==> config.mk <==
export PLATFORM = sky130hd
export DESIGN_NAME = psr_cond_unit_flat
export DESIGN_NICKNAME = d
export VERILOG_FILES = /design/src/rtl/psr_cond_unit_if.sv /design/src/rtl/psr_cond_unit.sv /design/src/flat_wrapper.sv
export SDC_FILE = /design/constraint.sdc
export NUM_CORES = 1
export LEC_CHECK = 0
export ABC_AREA = 1
export ABC_CLOCK_PERIOD_IN_PS = 3000
export BUFFER_PORTS_ARGS = -buffer_cell sky130_fd_sc_hd__buf_4
export CAP_MARGIN = 10
export CELL_PAD_IN_SITES_DETAIL_PLACEMENT = 0
export CELL_PAD_IN_SITES_GLOBAL_PLACEMENT = 1
export CORE_MARGIN = 8
export CORE_UTILIZATION = 34
export CTS_CLUSTER_SIZE = 20
export DETAILED_ROUTE_END_ITERATION = 10
export GPL_TIMING_DRIVEN = 0
export PLACE_DENSITY = 0.88
export SLEW_MARGIN = 20
export SYNTH_ARGS = -nofsm -noshare
export SYNTH_HDL_FRONTEND = slang
export SYNTH_SLANG_ARGS = --single-unit
==> constraint.sdc <==
create_clock -name Clk -period 3 [get_ports Clk]
set_input_delay 0.3 -clock Clk [delete_from_list [all_inputs] [get_ports Clk]]
set_output_delay 0.3 -clock Clk [all_outputs]
set_load 0.05 [all_outputs]
==> src/rtl/psr_cond_unit_if.sv <==
// rtl/psr_cond_unit_if.sv - flag, write, scoreboard and condition signals between pipeline and PSR stage
interface psr_cond_unit_if #(
    parameter int PEND_MAX = 3
);
    localparam int CW = $clog2(PEND_MAX + 1);

    logic [3:0]    Flags_In;
    logic          Upd_Valid;
    logic          Wr_En;
    logic [3:0]    Wr_Data;
    logic          Set_Issue;
    logic          Cond_Valid;
    logic [3:0]    Cond;
    logic [3:0]    Flags_Out;
    logic          C_Out;
    logic          Cond_Stall;
    logic          Cond_Done;
    logic          Cond_Pass;
    logic [CW-1:0] Pend_Cnt;
    logic          Err;

    modport master (
        output Flags_In, Upd_Valid, Wr_En, Wr_Data, Set_Issue, Cond_Valid, Cond,
        input  Flags_Out, C_Out, Cond_Stall, Cond_Done, Cond_Pass, Pend_Cnt, Err
    );

    modport slave (
        input  Flags_In, Upd_Valid, Wr_En, Wr_Data, Set_Issue, Cond_Valid, Cond,
        output Flags_Out, C_Out, Cond_Stall, Cond_Done, Cond_Pass, Pend_Cnt, Err
    );
endinterface

==> src/rtl/psr_cond_unit.sv <==
// rtl/psr_cond_unit.sv - program status register, condition evaluation and flag-setter scoreboard
module psr_cond_unit #(
    parameter int         PEND_MAX    = 3,
    parameter logic [3:0] RESET_FLAGS = 4'b0000
) (
    input  logic             Clk,
    input  logic             Reset_n,
    psr_cond_unit_if.slave   bus
);
    localparam int            CW      = $clog2(PEND_MAX + 1);
    localparam logic [CW-1:0] CNT_MAX = CW'(PEND_MAX);
    localparam logic [CW-1:0] ONE     = CW'(1);

    typedef enum logic {IDLE, BUSY} state_t;

    state_t        state, state_next;
    logic [3:0]    psr;
    logic [3:0]    eff;
    logic [CW-1:0] cnt, cnt_next;
    logic          err, err_next;
    logic          done, pass;
    logic          result;
    logic          stall;
    logic          n, z, c, v;

    // Flags seen by the condition check: a write or retiring update this cycle bypasses the register
    always_comb begin
        eff = psr;
        if (bus.Wr_En)
            eff = bus.Wr_Data;
        else if (bus.Upd_Valid)
            eff = bus.Flags_In;
        {n, z, c, v} = eff;
    end

    // Condition table on the effective flags
    always_comb begin
        result = 1'b0;
        case (bus.Cond)
            4'h0: result = z;
            4'h1: result = !z;
            4'h2: result = c;
            4'h3: result = !c;
            4'h4: result = n;
            4'h5: result = !n;
            4'h6: result = v;
            4'h7: result = !v;
            4'h8: result = c & !z;
            4'h9: result = !c | z;
            4'hA: result = (n == v);
            4'hB: result = (n != v);
            4'hC: result = !z & (n == v);
            4'hD: result = z | (n != v);
            4'hE: result = 1'b1;
            default: result = 1'b0;
        endcase
    end

    // Hold decode while an older flag-setter (including one issuing now) has not retired; AL/NV never wait
    always_comb begin
        stall = bus.Cond_Valid & (bus.Cond[3:1] != 3'b111) &
                (bus.Set_Issue | ((state == BUSY) & ((cnt > ONE) | !bus.Upd_Valid)));
    end

    // Scoreboard next count with saturation at both ends flagging an error
    always_comb begin
        cnt_next = cnt;
        err_next = err;
        if (bus.Set_Issue && !bus.Upd_Valid) begin
            if (cnt == CNT_MAX)
                err_next = 1'b1;
            else
                cnt_next = cnt + ONE;
        end else if (bus.Upd_Valid && !bus.Set_Issue) begin
            if (cnt == '0)
                err_next = 1'b1;
            else
                cnt_next = cnt - ONE;
        end
    end

    // IDLE/BUSY next state follows whether any flag-setter remains outstanding
    always_comb begin
        state_next = state;
        case (state)
            IDLE:    if (cnt_next != '0) state_next = BUSY;
            BUSY:    if (cnt_next == '0) state_next = IDLE;
            default: state_next = IDLE;
        endcase
    end

    // Scoreboard and FSM state registers
    always_ff @(posedge Clk or negedge Reset_n) begin
        if (!Reset_n) begin
            state <= IDLE;
            cnt   <= '0;
            err   <= 1'b0;
        end else begin
            state <= state_next;
            cnt   <= cnt_next;
            err   <= err_next;
        end
    end

    // PSR: direct write beats retiring update, otherwise hold
    always_ff @(posedge Clk or negedge Reset_n) begin
        if (!Reset_n)
            psr <= RESET_FLAGS;
        else if (bus.Wr_En)
            psr <= bus.Wr_Data;
        else if (bus.Upd_Valid)
            psr <= bus.Flags_In;
    end

    // Registered condition result, one cycle after an unstalled request
    always_ff @(posedge Clk or negedge Reset_n) begin
        if (!Reset_n) begin
            done <= 1'b0;
            pass <= 1'b0;
        end else begin
            done <= bus.Cond_Valid & !stall;
            pass <= bus.Cond_Valid & !stall & result;
        end
    end

    assign bus.Flags_Out  = psr;
    assign bus.C_Out      = psr[1];
    assign bus.Cond_Stall = stall;
    assign bus.Cond_Done  = done;
    assign bus.Cond_Pass  = pass;
    assign bus.Pend_Cnt   = cnt;
    assign bus.Err        = err;
endmodule

==> src/flat_wrapper.sv <==
// flat-port wrapper written by rule: the top's interface ports become plain ports
module psr_cond_unit_flat 
#(
    parameter int         PEND_MAX    = 3,
    parameter logic [3:0] RESET_FLAGS = 4'b0000
)
  (Clk, Reset_n, bus_Flags_In, bus_Upd_Valid, bus_Wr_En, bus_Wr_Data, bus_Set_Issue, bus_Cond_Valid, bus_Cond, bus_Flags_Out, bus_C_Out, bus_Cond_Stall, bus_Cond_Done, bus_Cond_Pass, bus_Pend_Cnt, bus_Err);
  psr_cond_unit_if #(.PEND_MAX(PEND_MAX)) bus_i ();
  input  logic Clk;
  input  logic Reset_n;
  input wire logic [$bits(bus_i.Flags_In)-1:0] bus_Flags_In;
  input wire logic [$bits(bus_i.Upd_Valid)-1:0] bus_Upd_Valid;
  input wire logic [$bits(bus_i.Wr_En)-1:0] bus_Wr_En;
  input wire logic [$bits(bus_i.Wr_Data)-1:0] bus_Wr_Data;
  input wire logic [$bits(bus_i.Set_Issue)-1:0] bus_Set_Issue;
  input wire logic [$bits(bus_i.Cond_Valid)-1:0] bus_Cond_Valid;
  input wire logic [$bits(bus_i.Cond)-1:0] bus_Cond;
  output wire logic [$bits(bus_i.Flags_Out)-1:0] bus_Flags_Out;
  output wire logic [$bits(bus_i.C_Out)-1:0] bus_C_Out;
  output wire logic [$bits(bus_i.Cond_Stall)-1:0] bus_Cond_Stall;
  output wire logic [$bits(bus_i.Cond_Done)-1:0] bus_Cond_Done;
  output wire logic [$bits(bus_i.Cond_Pass)-1:0] bus_Cond_Pass;
  output wire logic [$bits(bus_i.Pend_Cnt)-1:0] bus_Pend_Cnt;
  output wire logic [$bits(bus_i.Err)-1:0] bus_Err;
  assign bus_i.Flags_In = bus_Flags_In;
  assign bus_i.Upd_Valid = bus_Upd_Valid;
  assign bus_i.Wr_En = bus_Wr_En;
  assign bus_i.Wr_Data = bus_Wr_Data;
  assign bus_i.Set_Issue = bus_Set_Issue;
  assign bus_i.Cond_Valid = bus_Cond_Valid;
  assign bus_i.Cond = bus_Cond;
  assign bus_Flags_Out = bus_i.Flags_Out;
  assign bus_C_Out = bus_i.C_Out;
  assign bus_Cond_Stall = bus_i.Cond_Stall;
  assign bus_Cond_Done = bus_i.Cond_Done;
  assign bus_Cond_Pass = bus_i.Cond_Pass;
  assign bus_Pend_Cnt = bus_i.Pend_Cnt;
  assign bus_Err = bus_i.Err;
  psr_cond_unit #(.PEND_MAX(PEND_MAX), .RESET_FLAGS(RESET_FLAGS)) u_core (.Clk(Clk), .Reset_n(Reset_n), .bus(bus_i));
endmodule
After elaboration in Yosys (flattened, before gate mapping) --
Index checks and enable logic that the tools add are counted.
Word-level totals: flip-flop bits (word level) 10, input port bits 18, output and inout bits 11, word-level logic and storage cells 70
Operators by class: add/subtract/negate cells 2, magnitude comparators 1, equality and inequality tests 19, mux-type cells 14, bitwise gates (word level) 12, reduce and logical (&&, ||, !) cells 16
Operators by type and width (count):
- equality test 4 bit, second input constant | 7
- equality test 4 x 3 -> 1 bit, second input constant | 4
- one-hot mux 1 bit (15 select lines) | 1
- equality test 4 x 2 -> 1 bit, second input constant | 2
- 2-to-1 mux 2 bit | 4
- 2-to-1 mux 4 bit | 2
- bitwise AND 1 bit | 7
- zero test 1 bit | 7
- 2-to-1 mux 1 bit | 6
- nonzero test 2 bit | 3
- equality test 4 x 1 -> 1 bit, second input constant | 1
- zero test 2 bit | 2
- zero test 4 bit | 1
- OR 1 bit | 4
- != test 3 bit, second input constant | 1
- AND reduction 3 bit | 1
- adder 2 x 1 -> 2 bit, second input constant | 1
- equality test 2 bit, second input constant | 1
- greater-than comparator 2 x 1 -> 1 bit, second input constant | 1
- logical AND 1 bit | 2
- != test 2 bit, second input constant | 1
- one-hot mux 1 bit (2 select lines) | 1
- subtractor 2 x 1 -> 2 bit, second input constant | 1
- equality test 1 bit | 1
- 2 further kinds | 2

Longest topological paths before layout --
Gate-level depths: netlist of the first run.
word-level depth 8, mapped depth 13, depth with buffers taken out 12

Least setup slack after synthesis of the first run --
No wires, ideal clock.
path kind register -> register, start point register u_core.cnt[1], in the netlist u_core.bus.Pend_Cnt[1], end point register u_core.pass, in the netlist u_core.bus.Cond_Pass, library setup time 0.120 ns, arrival 2.436 ns, data required time 2.880 ns, slack 0.444 ns, stages on the path, launching flop included 6, path buffers 0, period minus slack after synthesis 2.556 ns, path through dfrtp_1 > o21ai_0 > a221oi_1 > nor2_1 > inv_1 > a21oi_2
On the way: cells in the longest elaborated chain, start to end 8
Ends and longest elaborated chain:
- from (decl) | RTL line psr_cond_unit.sv:19 | logic [CW-1:0] cnt, cnt_next;
- from (signal assigned) | RTL line psr_cond_unit.sv:100 | cnt <= cnt_next;
- greater-than comparator 2 x 1 -> 1 bit | RTL line psr_cond_unit.sv:62 | (bus.Set_Issue | ((state == BUSY) & ((cnt > ONE) | !bus.Upd_Valid)));
- OR 1 bit | RTL line psr_cond_unit.sv:62
- bitwise AND 1 bit | RTL line psr_cond_unit.sv:62
- OR 1 bit | RTL line psr_cond_unit.sv:62
- bitwise AND 1 bit | RTL line psr_cond_unit.sv:61 | stall = bus.Cond_Valid & (bus.Cond[3:1] != 3'b111) &
- net bus_Cond_Stall | RTL line flat_wrapper.sv:20 | output wire logic [$bits(bus_i.Cond_Stall)-1:0] bus_Cond_Stall;
- zero test 1 bit | RTL line psr_cond_unit.sv:122 | pass <= bus.Cond_Valid & !stall & result;
- bitwise AND 1 bit (2 in a row) | RTL line psr_cond_unit.sv:122
- to (signal assigned) | RTL line psr_cond_unit.sv:122
- to (decl) | RTL line psr_cond_unit.sv:21 | logic done, pass;
The timed path passes the listed nets, and every way through them passes these cells. A chain may end at the register's enable or synchronous reset.

Worst setup path after layout of the first run --
start point register u_core.cnt[1], in the netlist u_core.bus.Pend_Cnt[1], end point output bus_Cond_Stall
On the way: cells in the longest elaborated chain, start to end 5
Ends and longest elaborated chain (RTL line):
- greater-than comparator 2 x 1 -> 1 bit | psr_cond_unit.sv:62
- OR 1 bit | psr_cond_unit.sv:62
- bitwise AND 1 bit | psr_cond_unit.sv:62
- OR 1 bit | psr_cond_unit.sv:62
- bitwise AND 1 bit | psr_cond_unit.sv:61
- to (decl) | flat_wrapper.sv:20
No other way between the ends.

==> results of run 1 <==
how the worst max path moves through the flow:
stage	to	slack, ns	cells after the start
after floorplan	u_core.bus.Cond_Pass	0.44	5
after global placement	bus_Cond_Stall	1.42	5
after detailed placement	bus_Cond_Stall	1.40	5
after CTS	bus_Cond_Stall	1.24	3
after global routing	bus_Cond_Stall	1.12	3
final	bus_Cond_Stall	1.26	3
timing repair:
item                      in CTS  in global routing
hold buffers                   1                  0
gates resized for setup        0                  0
setup buffers                  0                  0
hold endpoints to repair      10                  0
registers in the layout (all words and copies together), names as in the netlist:
| name | count |
|---|---|
| u_core.bus.Flags_Out | 4 |
| u_core.bus.Pend_Cnt | 2 |
| u_core.bus.Cond_Done | 1 |
| u_core.bus.Cond_Pass | 1 |
| u_core.bus.Err | 1 |
| u_core.state | 1 |
worst max-delay path, stage by stage, from the launching register on:
cell	delay, ns
dfrtp_1	0.44
o21ai_0	0.14
a221oi_1	0.33
buf_4	0.27
report_power, final:
part	total (mW)	internal, mW	switching [mW]
Combinational	0.195	0.0689	0.126
Clock	0.0873	0.0461	0.0412
Sequential	0.163	0.151	0.0125
Total	0.446	0.266	0.180
synthesized netlist by cell type, drive strengths merged:
cell type,number,area [um^2]
a21oi,5,28.8
nor3,1,5.00
o21ai,4,20.0
a221oi,1,8.76
nand3b,1,7.51
nand3,15,80.1
nor2,11,43.8
or2,5,31.3
dfrtp,10,250
buf,3,26.3
inv,25,93.8
nand2,56,218
area by class of cell:
| type | count | area share, % |
|---|---|---|
| Multi-Input combinational cell | 99 | 40.9 |
| Sequential cell | 10 | 23.1 |
| Timing Repair Buffer | 28 | 19.6 |
| Inverter | 25 | 8.66 |
| Tap cell | 28 | 3.23 |
| Buffer | 3 | 2.42 |
| Clock buffer | 3 | 2.08 |
layer usage:
metal  wire length, um  GRT usage, %  up-vias
met2              1080          17.9       16
met5                 0             0        -
met4                 0          4.90        0
li1                  -             -      480
met1               959          11.2      395
met3                82          2.41        0
per-stage QoR:
stage / cells / total power, mW / setup WS, ns
finish: 196 / 0.446 / 1.26
global route: 196 / 0.480 / 1.12
CTS: 196 / 0.452 / 1.24
detailed placement: 192 / 0.362 / 1.40
global placement: 192 / 0.359 / 1.42
floorplan: 137 / 0.295 / 0.444
kinds of logic after synthesis:
group	count (synthesis)	synth area share, %
AOI/OAI and AO/OA	10	7.08
buffers and inverters	28	14.8
DFF	10	30.8
and+or+nand+nor	89	47.4
==> reports/results.ini, run 1 <==
[run_status]
status = finished, final reports clean

[placement]
gp_congestion = 0.861
port_buffers = 27
dp_hpwl_um = 1840
placed_area_um2 = 1050

[clock_tree]
cts_tree = yes
clk_transition_reported_paths_ns = 0.06
clkLatencyLatePin_ns = 0.25
cts_made_buffers = 3
htree_levels = 1
clk_path_buf_depth = 2
clock_sinks = 10
root_buffer = clkbuf_4

[route]
wl_per_cell_um = 10.8
via_per_inst = 4.55
wirelength_um = 2120
ant_nets = 0
via_count = 891
drtIter0Drc = 26
drc = 0
first_pass_iters = 4

[final_layout]
final_area_um2 = 1080
area_delta_synth_final_pct = 33.2
regArea_um2 = 250
fillerInstances = 249
layout_common_cells = nand2_1, buf_4, inv_1, nand3_1
utilization_pct = 48.5
layout.nets = 188
multiInputGateArea_um2 = 443
diodes = 0
final_common_cell = nand2_1
final_layout_size_suffix_gt1_share_pct = 26.2

[synth]
yosysSeqAreaShare_pct = 30.8
synthCells = 137
syn_area_um2 = 813
synthDistinctLibCells = 20
syn_avg_cell_area_um2 = 5.94
yosys_warnings = 0
synth_nets = 155
synth-seq-cells = 10

[timing]
tightest_slew_ns = 0.323
rsz0062_at_grt = false
min_period_ns = 1.74
whs_ns = 0.298
fin_tns_setup_ns = 0
finalHoldViolCount = 0
timing.fmax_ghz = 0.576
setup_viol = 0
relSlewSlack_pct = 78.4
fin_skew_ns = 0.00194
fin_crit_sh_pct = 57.9
maxSlewViolCount = 0

[run]
maxCapViolations = 0

[power_and_ir_drop]
power-per-cell-area_nw_per_um2 = 411
p_leak_nw = 0.640
peakVddDrop_v = 0.000214

[floorplan]
rows = 17
die_x_um = 64.9
die_area_um2 = 4210
coreArea_um2 = 2230
die_y_um = 64.9
io_pins = 29
start_util_pct = 36.4

[global_routing]
grt.overflow.total = 0
antenna_found_initial = 0
grt_max_degree = 11
grt_pass1_wl_um = 3460
track_usage_pct = 10.2
grt_pass1_vias = 831

[critical_path]
cp_data_arrival_time_ns = 1.44
required_ns = 2.70
start_kind = flop
rrSetupSlack_ns = 1.72
r2r_end = u_core.bus.Cond_Pass
end_kind = primary output
worst-setup-path-type = reg2out
rr_worst_depth = 10
crit_fanout = 8
cp-startpoint = u_core.bus.Pend_Cnt[1]
r2r-start = u_core.bus.Flags_Out[3]

[min_path]
whs_path_depth = 3
min_from = bus_Wr_Data[0]
hold_end = u_core.bus.Flags_Out[0]
holdCritPathClass = in2reg

(Power assumes the default switching activity.)
==> inputs of run 2 (changes only) <==
- ABC_AREA: 1 -> 0
- ABC_CLOCK_PERIOD_IN_PS: 3000 -> 1700
- CORE_UTILIZATION: 34 -> 33
- PLACE_DENSITY: 0.88 -> 0.82
- clock period: 3 -> 1.7 ns (I/O delays scaled with it)
==> run 2 against run 1 <==
The flow now finishes with violations (setup timing). Die area down 7.9%. Sequential power up 70%. Global-route usage is 0.81 points lower. Sequential share of layout area up 1.8 points. Routed wire length fell by 11%.
==> reports/results.ini, run 2 <==
[run_status]
status = finished with violations
violations = setup timing

[global_routing]
track_usage_pct = 9.35  ; -0.81 points
grt_max_degree = 11  ; unchanged
grt.overflow.total = 0  ; unchanged
grt_pass1_wl_um = 3040  ; -12%
antenna_found_initial = 0  ; unchanged
grt_pass1_vias = 706  ; -15%

[placement]
dp_hpwl_um = 1490  ; -19%
dp.cells = 134  ; -30%
placed_area_um2 = 948  ; -9.8%
port_buffers = 27  ; unchanged
gp_congestion = 0.727  ; -15%

[critical_path]
crit_fanout = 2  ; -6
worstPathCellList = mux2_2, mux4_2, xnor2_1, nor3_1, a211oi_1, a21oi_1
required_ns = 1.85  ; -0.85 ns
r2r-start = u_core.bus.Flags_Out[1]
critPathTopFamily = multiplexers
crit_slowest_cell = mux4_2
rr_worst_depth = 6  ; -4
worst-setup-path-type = reg2reg
start_kind = flop
end_kind = flop
worst_path_largest_cell_delay_ns = 0.48  ; +0.04 ns
r2r_end = u_core.bus.Cond_Pass
worst-path-buf-inv = 0  ; -1
cp_data_arrival_time_ns = 1.93  ; +0.49 ns
rrSetupSlack_ns = -0.08  ; -1.80 ns

[clock_tree]
root_buffer = clkbuf_4
clkLatencyLatePin_ns = 0.26  ; about the same
clock_sinks = 10  ; unchanged
clk_path_buf_depth = 2  ; unchanged
cts_tree = yes
htree_levels = 1  ; unchanged
clk_transition_reported_paths_ns = 0.07  ; about the same
cts_made_buffers = 3  ; unchanged

[floorplan]
die_area_um2 = 3880  ; -7.9%
rows = 16  ; -1
coreArea_um2 = 2000  ; -10%
start_util_pct = 35.3  ; -1.1 points
io_pins = 29  ; unchanged
die_y_um = 62.3  ; -4.0%
die_x_um = 62.3  ; -4.0%

[route]
drc = 0  ; unchanged
ant_nets = 0  ; unchanged
via_per_inst = 4.98  ; +9.5%
wirelength_um = 1880  ; -11%
first_pass_iters = 6  ; +2
drtIter0Drc = 24  ; -7.7%
wl_per_cell_um = 13.3  ; +23%
via_count = 702  ; -21%

[synth]
synth.area.top_cells = dfrtp_1, nand2_1, mux2_2
synthDistinctLibCells = 34  ; +70%
synth_edf_count = 0  ; unchanged
synth_nets = 98  ; -37%
synth_top_cell_by_area = dfrtp_1
yosysSeqAreaShare_pct = 35.4  ; +4.6 points
netlist.area_leader.share_pct = 35.4  ; +4.6 points
synth-seq-cells = 10  ; unchanged
yosys_warnings = 0  ; unchanged
postSynth.asyncResetShare_pct = 100  ; unchanged
syn_area_um2 = 707  ; -13%
synthFlopType = dfrtp_1
synthCells = 80  ; -42%
synth_common_cells = dfrtp_1, nand2_1, inv_1, nor2_1, a21oi_1
syn_avg_cell_area_um2 = 8.84  ; +49%

[final_layout]
final_layout_size_suffix_gt1_share_pct = 41.2  ; +15 points
layout.nets = 133  ; -29%
layout_common_cells = buf_4, nand2_1, dfrtp_1, inv_1
final_cells = 141  ; -28%
final_area_um2 = 1020  ; -6.2%
utilization_pct = 50.7  ; +2.2 points
area_delta_synth_final_pct = 43.7
largest_register_ffs = 4  ; unchanged
final_common_cell = buf_4
diodes = 0  ; unchanged

[timing]
setup_viol = 1  ; +1
finalHoldViolCount = 0  ; unchanged
maxSlewViolCount = 0  ; unchanged
rsz0062_at_grt = true
timing.fmax_ghz = 0.561
min_period_ns = 1.78
setup_slack_ns = -0.0841  ; -1.35 ns
fin_crit_sh_pct = 105
fin_tns_setup_ns = -0.0841  ; -0.0841 ns
relSlewSlack_pct = 75.5  ; -2.9 points
tightest_slew_ns = 0.358  ; +0.0348 ns
fin_skew_ns = 0.000712  ; -0.00123 ns

[run]
maxCapViolations = 0  ; unchanged

[min_path]
holdCritPathClass = in2reg
whs_path_depth = 2  ; -1
hold_end = u_core.bus.Cond_Done
min_from = bus_Cond_Valid

[power_and_ir_drop]
peakVddDrop_v = 0.000281  ; +31%
power-per-cell-area_nw_per_um2 = 803  ; +95%
p_leak_nw = 0.466  ; -27%

-- run 2: where the power goes --
group | switching (mW) | internal (mW) | leakage (nW)
Combinational | 0.198 | 0.128 | 0.335
Clock | 0.0826 | 0.130 | 0.0210
Sequential | 0.0161 | 0.261 | 0.110
-- run 2: how the worst max path moves through the flow --
stage	cells after the start	slack, ns	start	to
after detailed placement	6	-0.05	u_core.bus.Flags_Out[2]	u_core.bus.Cond_Pass
final	6	-0.08	u_core.bus.Flags_Out[1]	u_core.bus.Cond_Pass
after floorplan	6	-0.12	u_core.bus.Flags_Out[1]	u_core.bus.Cond_Pass
after global routing	6	-0.16	u_core.bus.Flags_Out[2]	u_core.bus.Cond_Pass
after global placement	6	-0.07	u_core.bus.Flags_Out[1]	u_core.bus.Cond_Pass
after CTS	6	-0.07	u_core.bus.Flags_Out[1]	u_core.bus.Cond_Pass
-- run 2: cell type report --
class,count,area [um^2]
Sequential cell,10,253
Timing Repair Buffer,30,228
Fill cell,203,986
Multi-Input combinational cell,61,420
Tap cell,27,33.8
Inverter,6,22.5
Buffer,3,22.5
Clock buffer,4,36.3
-- run 2: cell families (layout without fill, tap and decap cells) --
| group | count (synthesis) | count (layout) | synth area share [%] |
|---|---|---|---|
| AND/OR/NAND/NOR | 32 | 32 | 22.5 |
| flip-flops | 10 | 10 | 35.4 |
| XOR/XNOR | 2 | 2 | 2.48 |
| buffers and inverters | 9 | 43 | 6.37 |
| multiplexers | 8 | 8 | 15.4 |
| AO/OA/AOI/OAI | 19 | 19 | 17.9 |
-- run 2: routing by layer --
metal,up-vias,part of all wire [%],track usage [%]
met4,0,1.4,6.84
met5,-,0,0
li1,353,-,-
met2,18,51,16.0
met1,329,44,10.2
met3,2,3.8,1.43
-- run 2: through the flow --
step | setup WS [ns] | total power [mW] | hold slack (ns)
floorplan | -0.119 | 0.487 | -0.126
global placement | -0.0671 | 0.593 | 0.00897
detailed placement | -0.0505 | 0.597 | 0.00795
CTS | -0.0726 | 0.823 | 0.135
global route | -0.160 | 0.857 | 0.146
finish | -0.0841 | 0.815 | 0.139
-- run 2: what timing repair did --
item,in CTS,in global routing
pin swaps,1,0
gates resized for setup,0,1
endpoints found under the hold margin,10,0
endpoints found under the setup margin,1,1
hold buffers,1,0
buffers inserted,2,0
==> inputs of run 3 (changes only) <==
- ABC_CLOCK_PERIOD_IN_PS: 1700 -> 1450
- CORE_UTILIZATION: 33 -> 30
- PLACE_DENSITY: 0.82 -> 0.79
- clock period: 1.7 -> 1.45 ns (I/O delays scaled with it)
==> run 3 against run 2 <==
The flow still finishes with violations (setup timing). Final cell count unchanged. Critical path depth unchanged. Clock skew up 0.0051 ns. Fmax down 2.6%. Count of clock-buffer cells in the layout unchanged. Die area up 7.4%. First-iteration DRC count up 17%. Via count up 0.28%. Core utilization down 4.4 points. Non-clock buffer count down 1. Total power up 18%. Design area up 0.99%.
==> reports/results.ini, run 3 (synthesized netlist as in run 2, its figures left out) <==
[global_routing]
antenna_found_initial = 0  ; unchanged
grt_pass1_vias = 703  ; -0.42%
grt.overflow.total = 0  ; unchanged
grt_pass1_wl_um = 3030  ; -0.43%
track_usage_pct = 9.00  ; -0.35 points
grt_max_degree = 11  ; unchanged

[route]
first_pass_iters = 4  ; -2
via_per_inst = 4.99  ; +0.28%
ant_nets = 0  ; unchanged
via_count = 704  ; +0.28%
drtIter0Drc = 28  ; +17%
wirelength_um = 1860  ; -1.3%
drc = 0  ; unchanged
wl_per_cell_um = 13.2  ; -1.3%

[placement]
dp_slack_ns = -0.315  ; -0.265 ns
gp_congestion = 0.724  ; -0.47%
placed_area_um2 = 957  ; +0.92%
dp_hpwl_um = 1480  ; -0.77%
port_buffers = 27  ; unchanged

[final_layout]
regArea_um2 = 255  ; +0.99%
fillerInstances = 209  ; +3.0%
diodes = 0  ; unchanged
multiInputGateArea_um2 = 430  ; +2.4%
area_delta_synth_final_pct = 45.1
final_layout_size_suffix_gt1_share_pct = 43.4  ; +2.1 points
layout_common_cells = buf_4, nand2_1, inv_1, dfrtp_1, nor2_1
largest_register_ffs = 4  ; unchanged
final_area_um2 = 1030  ; +0.99%
layout.nets = 132  ; -0.75%
final_common_cell = buf_4

[timing]
tightest_slew_ns = 0.362  ; +0.00375 ns
timing.fmax_ghz = 0.546  ; -2.6%
setup_slack_ns = -0.382  ; -0.297 ns
whs_ns = 0.129  ; -0.0103 ns
relSlewSlack_pct = 75.2  ; -0.26 points
rsz0062_at_grt = true
fin_skew_ns = 0.00576  ; +0.00505 ns
maxSlewViolCount = 0  ; unchanged
fin_crit_sh_pct = 126  ; +21 points
min_period_ns = 1.83  ; +0.0474 ns
setup_viol = 1  ; unchanged
finalHoldViolCount = 0  ; unchanged

[clock_tree]
clock_sinks = 10  ; unchanged
clkLatencyLatePin_ns = 0.26  ; about the same
clk_transition_reported_paths_ns = 0.07  ; about the same
clk_path_buf_depth = 2  ; unchanged
cts_tree = yes
cts_made_buffers = 3  ; unchanged
root_buffer = clkbuf_4
htree_levels = 1  ; unchanged

[critical_path]
r2r-start = u_core.bus.Flags_Out[1]
cp_data_arrival_time_ns = 1.96  ; +0.03 ns
r2r_end = u_core.bus.Cond_Pass
end_kind = flop
endpoint = u_core.bus.Cond_Pass
start_kind = flop
cp-startpoint = u_core.bus.Flags_Out[1]
required_ns = 1.58  ; -0.27 ns
crit_fanout = 4  ; +2
worst-setup-path-type = reg2reg
rrSetupSlack_ns = -0.38  ; -0.30 ns
rr_worst_depth = 6  ; unchanged

[run_status]
violations = setup timing
status = finished with violations

[floorplan]
die_area_um2 = 4170  ; +7.4%
die_y_um = 64.5  ; +3.6%
coreArea_um2 = 2210  ; +10%
start_util_pct = 32.0  ; -3.4 points
die_x_um = 64.5  ; +3.6%
rows = 17  ; +1
io_pins = 29  ; unchanged

[power_and_ir_drop]
p_total_mw = 0.964  ; +18%
p_leak_nw = 0.470  ; +0.80%
power-per-cell-area_nw_per_um2 = 939  ; +17%
peakVddDrop_v = 0.000398  ; +42%

[run]
maxCapViolations = 0  ; unchanged

[min_path]
holdCritPathClass = in2reg

## run 3: cell type report
class,count,share of cell area [%]
repair buffers,29,21.8
inverters,6,2.20
clock buffers,4,3.54
well taps,28,3.41
plain buffers,3,2.20
multi-input cells,61,42.0
flip-flops and latches,10,24.9
## run 3: worst min path at each step
stage                        start                   end  depth (start not counted)  slack, ns
global route        bus_Cond_Valid  u_core.bus.Cond_Pass                          3       0.12
floorplan                  Reset_n  u_core.bus.Cond_Done                          0      -0.15
detailed placement         Reset_n        u_core.bus.Err                          1      -0.02
CTS                 bus_Cond_Valid  u_core.bus.Cond_Pass                          3       0.11
global placement           Reset_n        u_core.bus.Err                          1      -0.02
finish              bus_Cond_Valid  u_core.bus.Cond_Done                          2       0.13
## run 3: stage by stage
stage,TNS [ns],util (%),cells
floorplan,-0.369,-,80
global placement,-0.321,43.3,135
detailed placement,-0.315,43.3,135
CTS,-0.335,46.0,141
global route,-0.404,46.4,141
finish,-0.382,46.4,141
## run 3: power breakdown
| part | switching [mW] | internal, mW | total [mW] | leakage [nW] |
|---|---|---|---|---|
| clock | 0.0948 | 0.152 | 0.247 | 0.0210 |
| sequential | 0.0171 | 0.308 | 0.325 | 0.109 |
| combinational | 0.235 | 0.156 | 0.392 | 0.340 |
## run 3: worst max-delay path: stages (launching register included)
cell	delay [ns]
dfrtp_2	0.42
mux2_2	0.28
mux4_2	0.48
xnor2_1	0.15
nor3_1	0.06
a211oi_1	0.20
a21oi_1	0.11
## run 3: metal layers
layer	vias to the layer above	share of wire (%)	global-route usage, %
met3	2	4.4	2.41
li1	356	-	-
met4	0	1.2	5.72
met5	-	0	0
met1	327	42	9.51
met2	19	52	15.5
## run 3: repair_timing
item,CTS,global route
hold buffers,1,0
setup endpoints to repair,2,2
gates resized for setup,2,1
setup buffers,1,0
pin swaps,1,1
hold endpoints to repair,10,0
